`src/rtl/bus_arbiter_pkg.sv`:
```
// Shared definitions for the instruction/data bus arbiter.
//   DATA_W / RegBus : address and data bus width
//   IF_SEL          : byte enables driven for instruction fetches
//   state_e         : arbiter FSM encoding
//   grant_e         : which port owned the last bus grant
package bus_arbiter_pkg;
  localparam int DATA_W = 32;
  localparam int RegBus = DATA_W;

  localparam logic [3:0] IF_SEL = 4'b1111;

  typedef enum logic [1:0] {
    ST_IDLE    = 2'd0,
    ST_BUS_IF  = 2'd1,
    ST_BUS_MEM = 2'd2,
    ST_DRAIN   = 2'd3
  } state_e;

  typedef enum logic {
    GNT_IF  = 1'b0,
    GNT_MEM = 1'b1
  } grant_e;
endpackage

```
`src/rtl/bus_arbiter_if.sv`:
```
// Signal bundle between the pipeline ports, the shared bus and the arbiter.
// Names carry the arbiter's point of view (_i into it, _o out of it).
//   slave  : arbiter side
//   master : pipeline / bus model side
interface bus_arbiter_if #(
  parameter int DATA_W = bus_arbiter_pkg::DATA_W
);
  // instruction-fetch port
  logic              if_req_i;
  logic [DATA_W-1:0] if_addr_i;
  logic [DATA_W-1:0] if_data_o;
  logic              if_ack_o;
  // data port
  logic              mem_req_i;
  logic              mem_we_i;
  logic [3:0]        mem_sel_i;
  logic [DATA_W-1:0] mem_addr_i;
  logic [DATA_W-1:0] mem_data_i;
  logic [DATA_W-1:0] mem_data_o;
  logic              mem_ack_o;
  // pipeline control
  logic              flush_i;
  logic              stallreq_if_o;
  logic              stallreq_mem_o;
  // shared bus
  logic              bus_stb_o;
  logic              bus_we_o;
  logic [3:0]        bus_sel_o;
  logic [DATA_W-1:0] bus_addr_o;
  logic [DATA_W-1:0] bus_data_o;
  logic [DATA_W-1:0] bus_data_i;
  logic              bus_ack_i;

  modport slave (
    input  if_req_i, if_addr_i, mem_req_i, mem_we_i, mem_sel_i, mem_addr_i,
           mem_data_i, flush_i, bus_data_i, bus_ack_i,
    output if_data_o, if_ack_o, mem_data_o, mem_ack_o, stallreq_if_o,
           stallreq_mem_o, bus_stb_o, bus_we_o, bus_sel_o, bus_addr_o, bus_data_o
  );

  modport master (
    output if_req_i, if_addr_i, mem_req_i, mem_we_i, mem_sel_i, mem_addr_i,
           mem_data_i, flush_i, bus_data_i, bus_ack_i,
    input  if_data_o, if_ack_o, mem_data_o, mem_ack_o, stallreq_if_o,
           stallreq_mem_o, bus_stb_o, bus_we_o, bus_sel_o, bus_addr_o, bus_data_o
  );
endinterface

```
`src/rtl/bus_arbiter.sv`:
```
// Two-port (fetch / data) arbiter onto one shared single-outstanding bus.
// Round-robin on ties, one dead cycle between transactions, fetch
// cancellable by flush (DRAIN finishes the bus cycle silently).
//   clk : rising-edge clock
//   rst : asynchronous active-high reset
//   bus : bus_arbiter_if.slave (ports, shared bus, stall requests)
module bus_arbiter #(
  parameter int DATA_W = bus_arbiter_pkg::DATA_W
) (
  input logic         clk,
  input logic         rst,
  bus_arbiter_if.slave bus
);
  import bus_arbiter_pkg::*;

  state_e            state_q, state_d;
  grant_e            last_q, last_d;
  logic              stb_q, stb_d, we_q, we_d;
  logic [3:0]        sel_q, sel_d;
  logic [DATA_W-1:0] addr_q, addr_d, wdat_q, wdat_d;
  logic [DATA_W-1:0] if_dat_q, if_dat_d, mem_dat_q, mem_dat_d;
  logic              if_ack_q, if_ack_d, mem_ack_q, mem_ack_d;
  logic              if_elig, mem_elig, pick_mem, pick_if;

  // A port whose ack is showing this cycle has just been served; the
  // master has not yet had a chance to drop or renew its request.
  assign if_elig  = bus.if_req_i & ~if_ack_q & ~bus.flush_i;
  assign mem_elig = bus.mem_req_i & ~mem_ack_q;
  assign pick_mem = mem_elig & (~if_elig | (last_q == GNT_IF));
  assign pick_if  = if_elig & ~pick_mem;

  always_comb begin
    state_d   = state_q;
    last_d    = last_q;
    stb_d     = stb_q;
    we_d      = we_q;
    sel_d     = sel_q;
    addr_d    = addr_q;
    wdat_d    = wdat_q;
    if_dat_d  = if_dat_q;
    mem_dat_d = mem_dat_q;
    if_ack_d  = 1'b0;
    mem_ack_d = 1'b0;
    case (state_q)
      ST_IDLE: begin
        if (pick_mem) begin
          state_d = ST_BUS_MEM;
          last_d  = GNT_MEM;
          stb_d   = 1'b1;
          we_d    = bus.mem_we_i;
          sel_d   = bus.mem_sel_i;
          addr_d  = bus.mem_addr_i;
          wdat_d  = bus.mem_data_i;
        end else if (pick_if) begin
          state_d = ST_BUS_IF;
          last_d  = GNT_IF;
          stb_d   = 1'b1;
          we_d    = 1'b0;
          sel_d   = IF_SEL;
          addr_d  = bus.if_addr_i;
          wdat_d  = '0;
        end
      end
      ST_BUS_IF: begin
        if (bus.flush_i) begin
          // Fetch is dead: finish the bus cycle but never report it.
          if (bus.bus_ack_i) begin
            state_d = ST_IDLE;
            stb_d   = 1'b0;
          end else begin
            state_d = ST_DRAIN;
          end
        end else if (bus.bus_ack_i) begin
          state_d  = ST_IDLE;
          stb_d    = 1'b0;
          if_dat_d = bus.bus_data_i;
          if_ack_d = 1'b1;
        end
      end
      ST_BUS_MEM: begin
        if (bus.bus_ack_i) begin
          state_d   = ST_IDLE;
          stb_d     = 1'b0;
          mem_ack_d = 1'b1;
          if (!we_q) mem_dat_d = bus.bus_data_i;
        end
      end
      ST_DRAIN: begin
        if (bus.bus_ack_i) begin
          state_d = ST_IDLE;
          stb_d   = 1'b0;
        end
      end
      default: state_d = ST_IDLE;
    endcase
  end

  always_ff @(posedge clk or posedge rst) begin
    if (rst) begin
      state_q   <= ST_IDLE;
      last_q    <= GNT_IF;
      stb_q     <= 1'b0;
      we_q      <= 1'b0;
      sel_q     <= '0;
      addr_q    <= '0;
      wdat_q    <= '0;
      if_dat_q  <= '0;
      mem_dat_q <= '0;
      if_ack_q  <= 1'b0;
      mem_ack_q <= 1'b0;
    end else begin
      state_q   <= state_d;
      last_q    <= last_d;
      stb_q     <= stb_d;
      we_q      <= we_d;
      sel_q     <= sel_d;
      addr_q    <= addr_d;
      wdat_q    <= wdat_d;
      if_dat_q  <= if_dat_d;
      mem_dat_q <= mem_dat_d;
      if_ack_q  <= if_ack_d;
      mem_ack_q <= mem_ack_d;
    end
  end

  assign bus.bus_stb_o      = stb_q;
  assign bus.bus_we_o       = we_q;
  assign bus.bus_sel_o      = sel_q;
  assign bus.bus_addr_o     = addr_q;
  assign bus.bus_data_o     = wdat_q;
  assign bus.if_data_o      = if_dat_q;
  assign bus.if_ack_o       = if_ack_q;
  assign bus.mem_data_o     = mem_dat_q;
  assign bus.mem_ack_o      = mem_ack_q;
  assign bus.stallreq_if_o  = bus.if_req_i & ~if_ack_q & ~bus.flush_i;
  assign bus.stallreq_mem_o = bus.mem_req_i & ~mem_ack_q;
endmodule
```
`src/flat_wrapper.sv`:
```
// flat-port wrapper written by rule: the top's interface ports become plain ports
module bus_arbiter_flat import bus_arbiter_pkg::*;
#(
  parameter int DATA_W = bus_arbiter_pkg::DATA_W
)
  (clk, rst, bus_if_req_i, bus_if_addr_i, bus_mem_req_i, bus_mem_we_i, bus_mem_sel_i, bus_mem_addr_i, bus_mem_data_i, bus_flush_i, bus_bus_data_i, bus_bus_ack_i, bus_if_data_o, bus_if_ack_o, bus_mem_data_o, bus_mem_ack_o, bus_stallreq_if_o, bus_stallreq_mem_o, bus_bus_stb_o, bus_bus_we_o, bus_bus_sel_o, bus_bus_addr_o, bus_bus_data_o);
  bus_arbiter_if #(.DATA_W(DATA_W)) bus_i ();
  input logic clk;
  input logic rst;
  input wire logic [$bits(bus_i.if_req_i)-1:0] bus_if_req_i;
  input wire logic [$bits(bus_i.if_addr_i)-1:0] bus_if_addr_i;
  input wire logic [$bits(bus_i.mem_req_i)-1:0] bus_mem_req_i;
  input wire logic [$bits(bus_i.mem_we_i)-1:0] bus_mem_we_i;
  input wire logic [$bits(bus_i.mem_sel_i)-1:0] bus_mem_sel_i;
  input wire logic [$bits(bus_i.mem_addr_i)-1:0] bus_mem_addr_i;
  input wire logic [$bits(bus_i.mem_data_i)-1:0] bus_mem_data_i;
  input wire logic [$bits(bus_i.flush_i)-1:0] bus_flush_i;
  input wire logic [$bits(bus_i.bus_data_i)-1:0] bus_bus_data_i;
  input wire logic [$bits(bus_i.bus_ack_i)-1:0] bus_bus_ack_i;
  output wire logic [$bits(bus_i.if_data_o)-1:0] bus_if_data_o;
  output wire logic [$bits(bus_i.if_ack_o)-1:0] bus_if_ack_o;
  output wire logic [$bits(bus_i.mem_data_o)-1:0] bus_mem_data_o;
  output wire logic [$bits(bus_i.mem_ack_o)-1:0] bus_mem_ack_o;
  output wire logic [$bits(bus_i.stallreq_if_o)-1:0] bus_stallreq_if_o;
  output wire logic [$bits(bus_i.stallreq_mem_o)-1:0] bus_stallreq_mem_o;
  output wire logic [$bits(bus_i.bus_stb_o)-1:0] bus_bus_stb_o;
  output wire logic [$bits(bus_i.bus_we_o)-1:0] bus_bus_we_o;
  output wire logic [$bits(bus_i.bus_sel_o)-1:0] bus_bus_sel_o;
  output wire logic [$bits(bus_i.bus_addr_o)-1:0] bus_bus_addr_o;
  output wire logic [$bits(bus_i.bus_data_o)-1:0] bus_bus_data_o;
  assign bus_i.if_req_i = bus_if_req_i;
  assign bus_i.if_addr_i = bus_if_addr_i;
  assign bus_i.mem_req_i = bus_mem_req_i;
  assign bus_i.mem_we_i = bus_mem_we_i;
  assign bus_i.mem_sel_i = bus_mem_sel_i;
  assign bus_i.mem_addr_i = bus_mem_addr_i;
  assign bus_i.mem_data_i = bus_mem_data_i;
  assign bus_i.flush_i = bus_flush_i;
  assign bus_i.bus_data_i = bus_bus_data_i;
  assign bus_i.bus_ack_i = bus_bus_ack_i;
  assign bus_if_data_o = bus_i.if_data_o;
  assign bus_if_ack_o = bus_i.if_ack_o;
  assign bus_mem_data_o = bus_i.mem_data_o;
  assign bus_mem_ack_o = bus_i.mem_ack_o;
  assign bus_stallreq_if_o = bus_i.stallreq_if_o;
  assign bus_stallreq_mem_o = bus_i.stallreq_mem_o;
  assign bus_bus_stb_o = bus_i.bus_stb_o;
  assign bus_bus_we_o = bus_i.bus_we_o;
  assign bus_bus_sel_o = bus_i.bus_sel_o;
  assign bus_bus_addr_o = bus_i.bus_addr_o;
  assign bus_bus_data_o = bus_i.bus_data_o;
  bus_arbiter #(.DATA_W(DATA_W)) u_core (.clk(clk), .rst(rst), .bus(bus_i));
endmodule
```
`config.mk`:
```
export PLATFORM = sky130hd
export DESIGN_NAME = bus_arbiter_flat
export DESIGN_NICKNAME = d
export VERILOG_FILES = /design/src/rtl/bus_arbiter_pkg.sv /design/src/rtl/bus_arbiter_if.sv /design/src/rtl/bus_arbiter.sv /design/src/flat_wrapper.sv
export SDC_FILE = /design/constraint.sdc
export NUM_CORES = 1
export LEC_CHECK = 0
export ABC_AREA = 1
export BUFFER_PORTS_ARGS = -buffer_cell sky130_fd_sc_hd__clkbuf_2
export CELL_PAD_IN_SITES_DETAIL_PLACEMENT = 1
export CELL_PAD_IN_SITES_GLOBAL_PLACEMENT = 1
export CORE_AREA = 2 2 137 139
export DETAILED_ROUTE_END_ITERATION = 10
export DIE_AREA = 0 0 139 141
export PLACE_DENSITY_LB_ADDON = 0.1
export SLEW_MARGIN = 20
export SYNTH_ARGS = -nofsm -noshare
export SYNTH_HDL_FRONTEND = slang
export SYNTH_SLANG_ARGS = --single-unit
```
`constraint.sdc`:
```
create_clock -name clk -period 5.3 [get_ports clk]
set_clock_uncertainty 0.15 [all_clocks]
set_input_delay 0.265 -clock clk [delete_from_list [all_inputs] [get_ports clk]]
set_output_delay 0.265 -clock clk [all_outputs]
set_load 0.1 [all_outputs]
```
# == After elaboration in Yosys (flattened, before gate mapping) ==
# Cells that the tools add are included.
# classes
n_mux,23
n_eq_ne,5
reduce_logical,8
bitwise_logic,13
# op_table
operator,count
$mux 32,4
$mux 1,10
$mux 2,5
$mux 4,2
$not 1->1,7
$pmux 2 s3,1
$reduce_and 3->1,2
$and 1x1->1,5
$eq 2x2->1 const B,2
$reduce_and 2->1,2
$ne 3x1->1 const B,1
$reduce_or 3->1,1
$eq 2x1->1 const B,1
$logic_not 2->1,1
$ne 2x1->1 const B,1
$pmux 1 s2,1
$reduce_bool 2->1,1
$reduce_or 2->1,1
$or 1x1->1,1
# totals
register_bits,139
elab_cells,60
inputBits,139
output_inout_bits,138

# == Longest topological paths before layout ==
# logic_depth
depth_word,11
mapped_depth,9

# == Worst setup path before layout ==
# Ideal clock, no wire load.
# synth_path
path_kind,reg-to-reg
from,register u_core.mem_ack_q (netlist: u_core.bus.mem_ack_o)
to,register u_core.addr_q[0] (netlist: u_core.bus.bus_addr_o[0])
setup_ns,0.120
path_stages_with_launch,8
arrival_ns,2.452
setup_slack_ns,2.578
t_required_ns,5.030
period_less_slack_ns,2.722
path_cell_list,dfrtp_1 > inv_1 > nand2_1 > clkinv_1 > clkbuf_1 > nand3_1 > nand3_1 > nand2_1
# synth_between
elab_chain_cells,7
elab_cells_between_ends,8
classes_between,mux: 1; bitwise: 5; reduce/logical: 2
# synth_lines
item,line_no,text
"start, declared",bus_arbiter.sv:22,"logic if_ack_q, if_ack_d, mem_ack_q, mem_ack_d;"
"start signal, assigned",bus_arbiter.sv:122,mem_ack_q <= mem_ack_d;
$not 1->1 *,--,
$and 1x1->1 *,--,
via bus_stallreq_mem_o,flat_wrapper.sv:25,output wire logic [$bits(bus_i.stallreq_mem_o)-1:0] bus_stallreq_mem_o;
$and 1x1->1 *,bus_arbiter.sv:29,assign pick_mem = mem_elig & (~if_elig | (last_q == GNT_IF));
$not 1->1,bus_arbiter.sv:30,assign pick_if = if_elig & ~pick_mem;
$and 1x1->1,bus_arbiter.sv:30,
$reduce_bool 2->1 (no source line),--,
$reduce_and 2->1 (no source line),--,
"end signal, assigned",bus_arbiter.sv:117,addr_q <= addr_d;
"end, declared",bus_arbiter.sv:20,"logic [DATA_W-1:0] addr_q, addr_d, wdat_q, wdat_d;"
# Mark *: on every way through the listed nets, which the timed path passes. The rest lies on a longest branch.
# A chain may end at the register's enable or synchronous reset.

# == Worst setup path in the final report ==
# layout_path
from,register u_core.state_q[0]
to,register u_core.addr_q[29] (netlist: u_core.bus.bus_addr_o[29])
# layout_between
elab_chain_cells,2
# layout_lines
item,line_no,text
"start, declared",bus_arbiter.sv:16,"state_e state_q, state_d;"
"start signal, assigned",bus_arbiter.sv:112,state_q <= state_d;
$logic_not 2->1,bus_arbiter.sv:44,case (state_q)
$reduce_and 2->1 (no source line),--,
# No other way between the ends.

==> metrics.cfg <==
[status]
status=finished clean

[worst_setup_path]
reg2reg_slack_ps=2340
reg2reg_to=u_core.bus.bus_addr_o[29]
cp_max_fo=37
cp_data_required_time_ps=5440
critPathKind=flop to flop
startpoint_type=flop
endpoint_kind=flop
critical_path.endpoint=u_core.bus.bus_addr_o[29]
rr_worst_depth=8
critPathArrivalTime_ps=3110
r2r-start=u_core.state_q[0]
crit_start=u_core.state_q[0]

[global_route]
antenna_found_initial=0
grt_max_degree=100
grtUsageTotal_pct=20.4
grt_pass1_wl_um=32200
grt_overflow_total=0
grt_pass1_vias=6327

[yosys]
synth.distinct_cells=14
synth_cells=709
synthesis.nets=848
yosys.area.top_type=dfrtp_1
synth.most_common_cell=nand2_1
ys_top_cells_by_count=nand2_1 (247), dfrtp_1 (139), inv_1 (103)
syn_avg_cell_area_um2=8.27
yosysTopAreaCellShare_pct=59.3
synth-edff-count=0
yosys-top-cells-area=dfrtp_1 (59%), nand2_1 (16%), nand3_1 (8.5%)
ys.flop_type=dfrtp_1
async_flop_share_pct=100
ys_warn_count=0
ys_ff_latch=139
yosysSeqAreaShare_pct=59.3
synth_area_um2=5860

[finish]
syn2layout_area_growth_pct=50.9
num_antenna_cells=0
nets=1193
instances_no_fill=1301
drive_gt1_share_pct=30.2

[clock_tree]
cts_tree=built
h-tree-depth=4
clock-sinks=139
cts_setup_buffers=0
clockBufferDepth=2
ctsResizeCount=0
cts_buffers=17
clkLatencyLatePin_ps=410
clkSlewWorstSetupHoldPaths_ps=60
clockRootBuffer=clkbuf_16

[min_path]
hold_class=primary input to flop
whs_path_depth=5

[placed_design]
port_buffers=276
placed_cells=1187
dp_hpwl_um=12800
gp_congestion=0.760

[timing]
rsz0062_at_grt=no
setup_tns_ps=0
fin_crit_ps=2960
timing.final.crit_share_pct=55.9
setup_viol=0
hold_violations=0
fmax_mhz=337
tightest_slew_ps=957
finalMaxSlewViolations=0
relSlewSlack_pct=35.8

[routing]
wl_per_cell_um=15.1
drc_errors=0
ant_nets=0
drt_iter0_markers=192
vias=5835
via_per_inst=4.49
wirelength_um=19700
dr.pass1.iters=4

[die]
io_pins=277
initial_core_util_pct=32.1
core-area_um2=18300
core.rowCount=50
die_x_um=139
die-area_um2=19600
die_h_um=141

[run]
drv_cap=0

==> worst min path at each step <==
stage / start / end / slack [ps]
after floorplan: bus_mem_sel_i[0] / u_core.bus.bus_sel_o[0] / 260
after global placement: u_core.bus.bus_data_o[31] / u_core.bus.bus_data_o[31] / 300
after detailed placement: u_core.bus.bus_data_o[22] / u_core.bus.bus_data_o[22] / 310
after CTS: bus_if_addr_i[6] / u_core.bus.bus_addr_o[6] / 0.6
after global routing: bus_if_addr_i[6] / u_core.bus.bus_addr_o[6] / 30
final: bus_if_addr_i[6] / u_core.bus.bus_addr_o[6] / 10
==> area by class of cell <==
class	count	area (um2)
inverter	107	407
tap	234	293
clock buffer	18	439
timing repair buffer	365	2250
sequential	139	3480
fill	2271	9420
clock inverter	14	136
multi-input combinational	424	1840
==> cell families after synthesis <==
group	after synthesis	synth area share (%)
compound gates	71	6.30
buf+inv	146	9.52
flops	139	59.3
simple gates	353	24.9
==> through the flow <==
stage	hold slack (ps)	utilization [%]	worst slack (ps)	cell area [um2]
floorplan	260	-	1160	5860
global placement	304	40.8	2340	7450
detailed placement	307	40.8	2280	7450
CTS	0.616	48.4	2270	8840
global route	27.7	48.4	2020	8850
finish	14.5	48.4	2340	8850
==> flip-flops by register name (all words and copies together), names as in the netlist <==
name / flops
u_core.state_q: 2
u_core.bus.bus_we_o: 1
u_core.bus.bus_addr_o: 32
u_core.last_q: 1
u_core.bus.bus_stb_o: 1
u_core.bus.if_ack_o: 1
u_core.bus.mem_ack_o: 1
u_core.bus.if_data_o: 32
u_core.bus.bus_sel_o: 4
u_core.bus.bus_data_o: 32
u_core.bus.mem_data_o: 32
==> worst max-delay path, cell delays in order (launching register included) <==
cell	delay (ps)
dfrtp_1	430
nor2_4	680
inv_2	110
a21oi_4	130
buf_4	390
inv_2	360
buf_4	380
nand2_1	110
nand2_1	70
==> layout by cell type, fill, tap and decap left out <==
master | netlist | routed
buf_4 | 0 | 7
clkinv_4 | 0 | 3
dfrtp_1 | 139 | 139
clkinvlp_4 | 0 | 5
a21oi_4 | 1 | 1
clkinv_2 | 0 | 1
a21boi_0 | 1 | 1
clkbuf_16 | 0 | 17
inv_8 | 0 | 1
clkbuf_2 | 0 | 276
nor2_1 | 5 | 5
inv_6 | 0 | 4
nand3_2 | 0 | 1
inv_1 | 103 | 102
nor2_4 | 1 | 1
nand3_1 | 100 | 99
nand2_1 | 247 | 246
inv_2 | 2 | 2
o21ai_0 | 69 | 69
bufinv_16 | 0 | 1
nand2_4 | 0 | 1
dlygate4sd3_1 | 0 | 82
clkinv_1 | 2 | 2
clkbuf_8 | 0 | 1
==> what timing repair did <==
item,CTS,global route
endpoints found under the setup margin,0,0
endpoints found under the hold margin,211,0
hold buffers,82,0
==> layer usage <==
layer / vias to the layer above / part of all wire [%] / track usage, %
li1: 2866 / - / -
met1: 2749 / 42 / 24.2
met2: 190 / 50 / 35.7
met3: 30 / 6.6 / 5.98
met4: 0 / 2.3 / 7.18
met5: - / 0 / 0
Power is left out: the tool's default activity adds up to more than one toggle a clock period on the data nets, which glitch-free logic cannot reach.
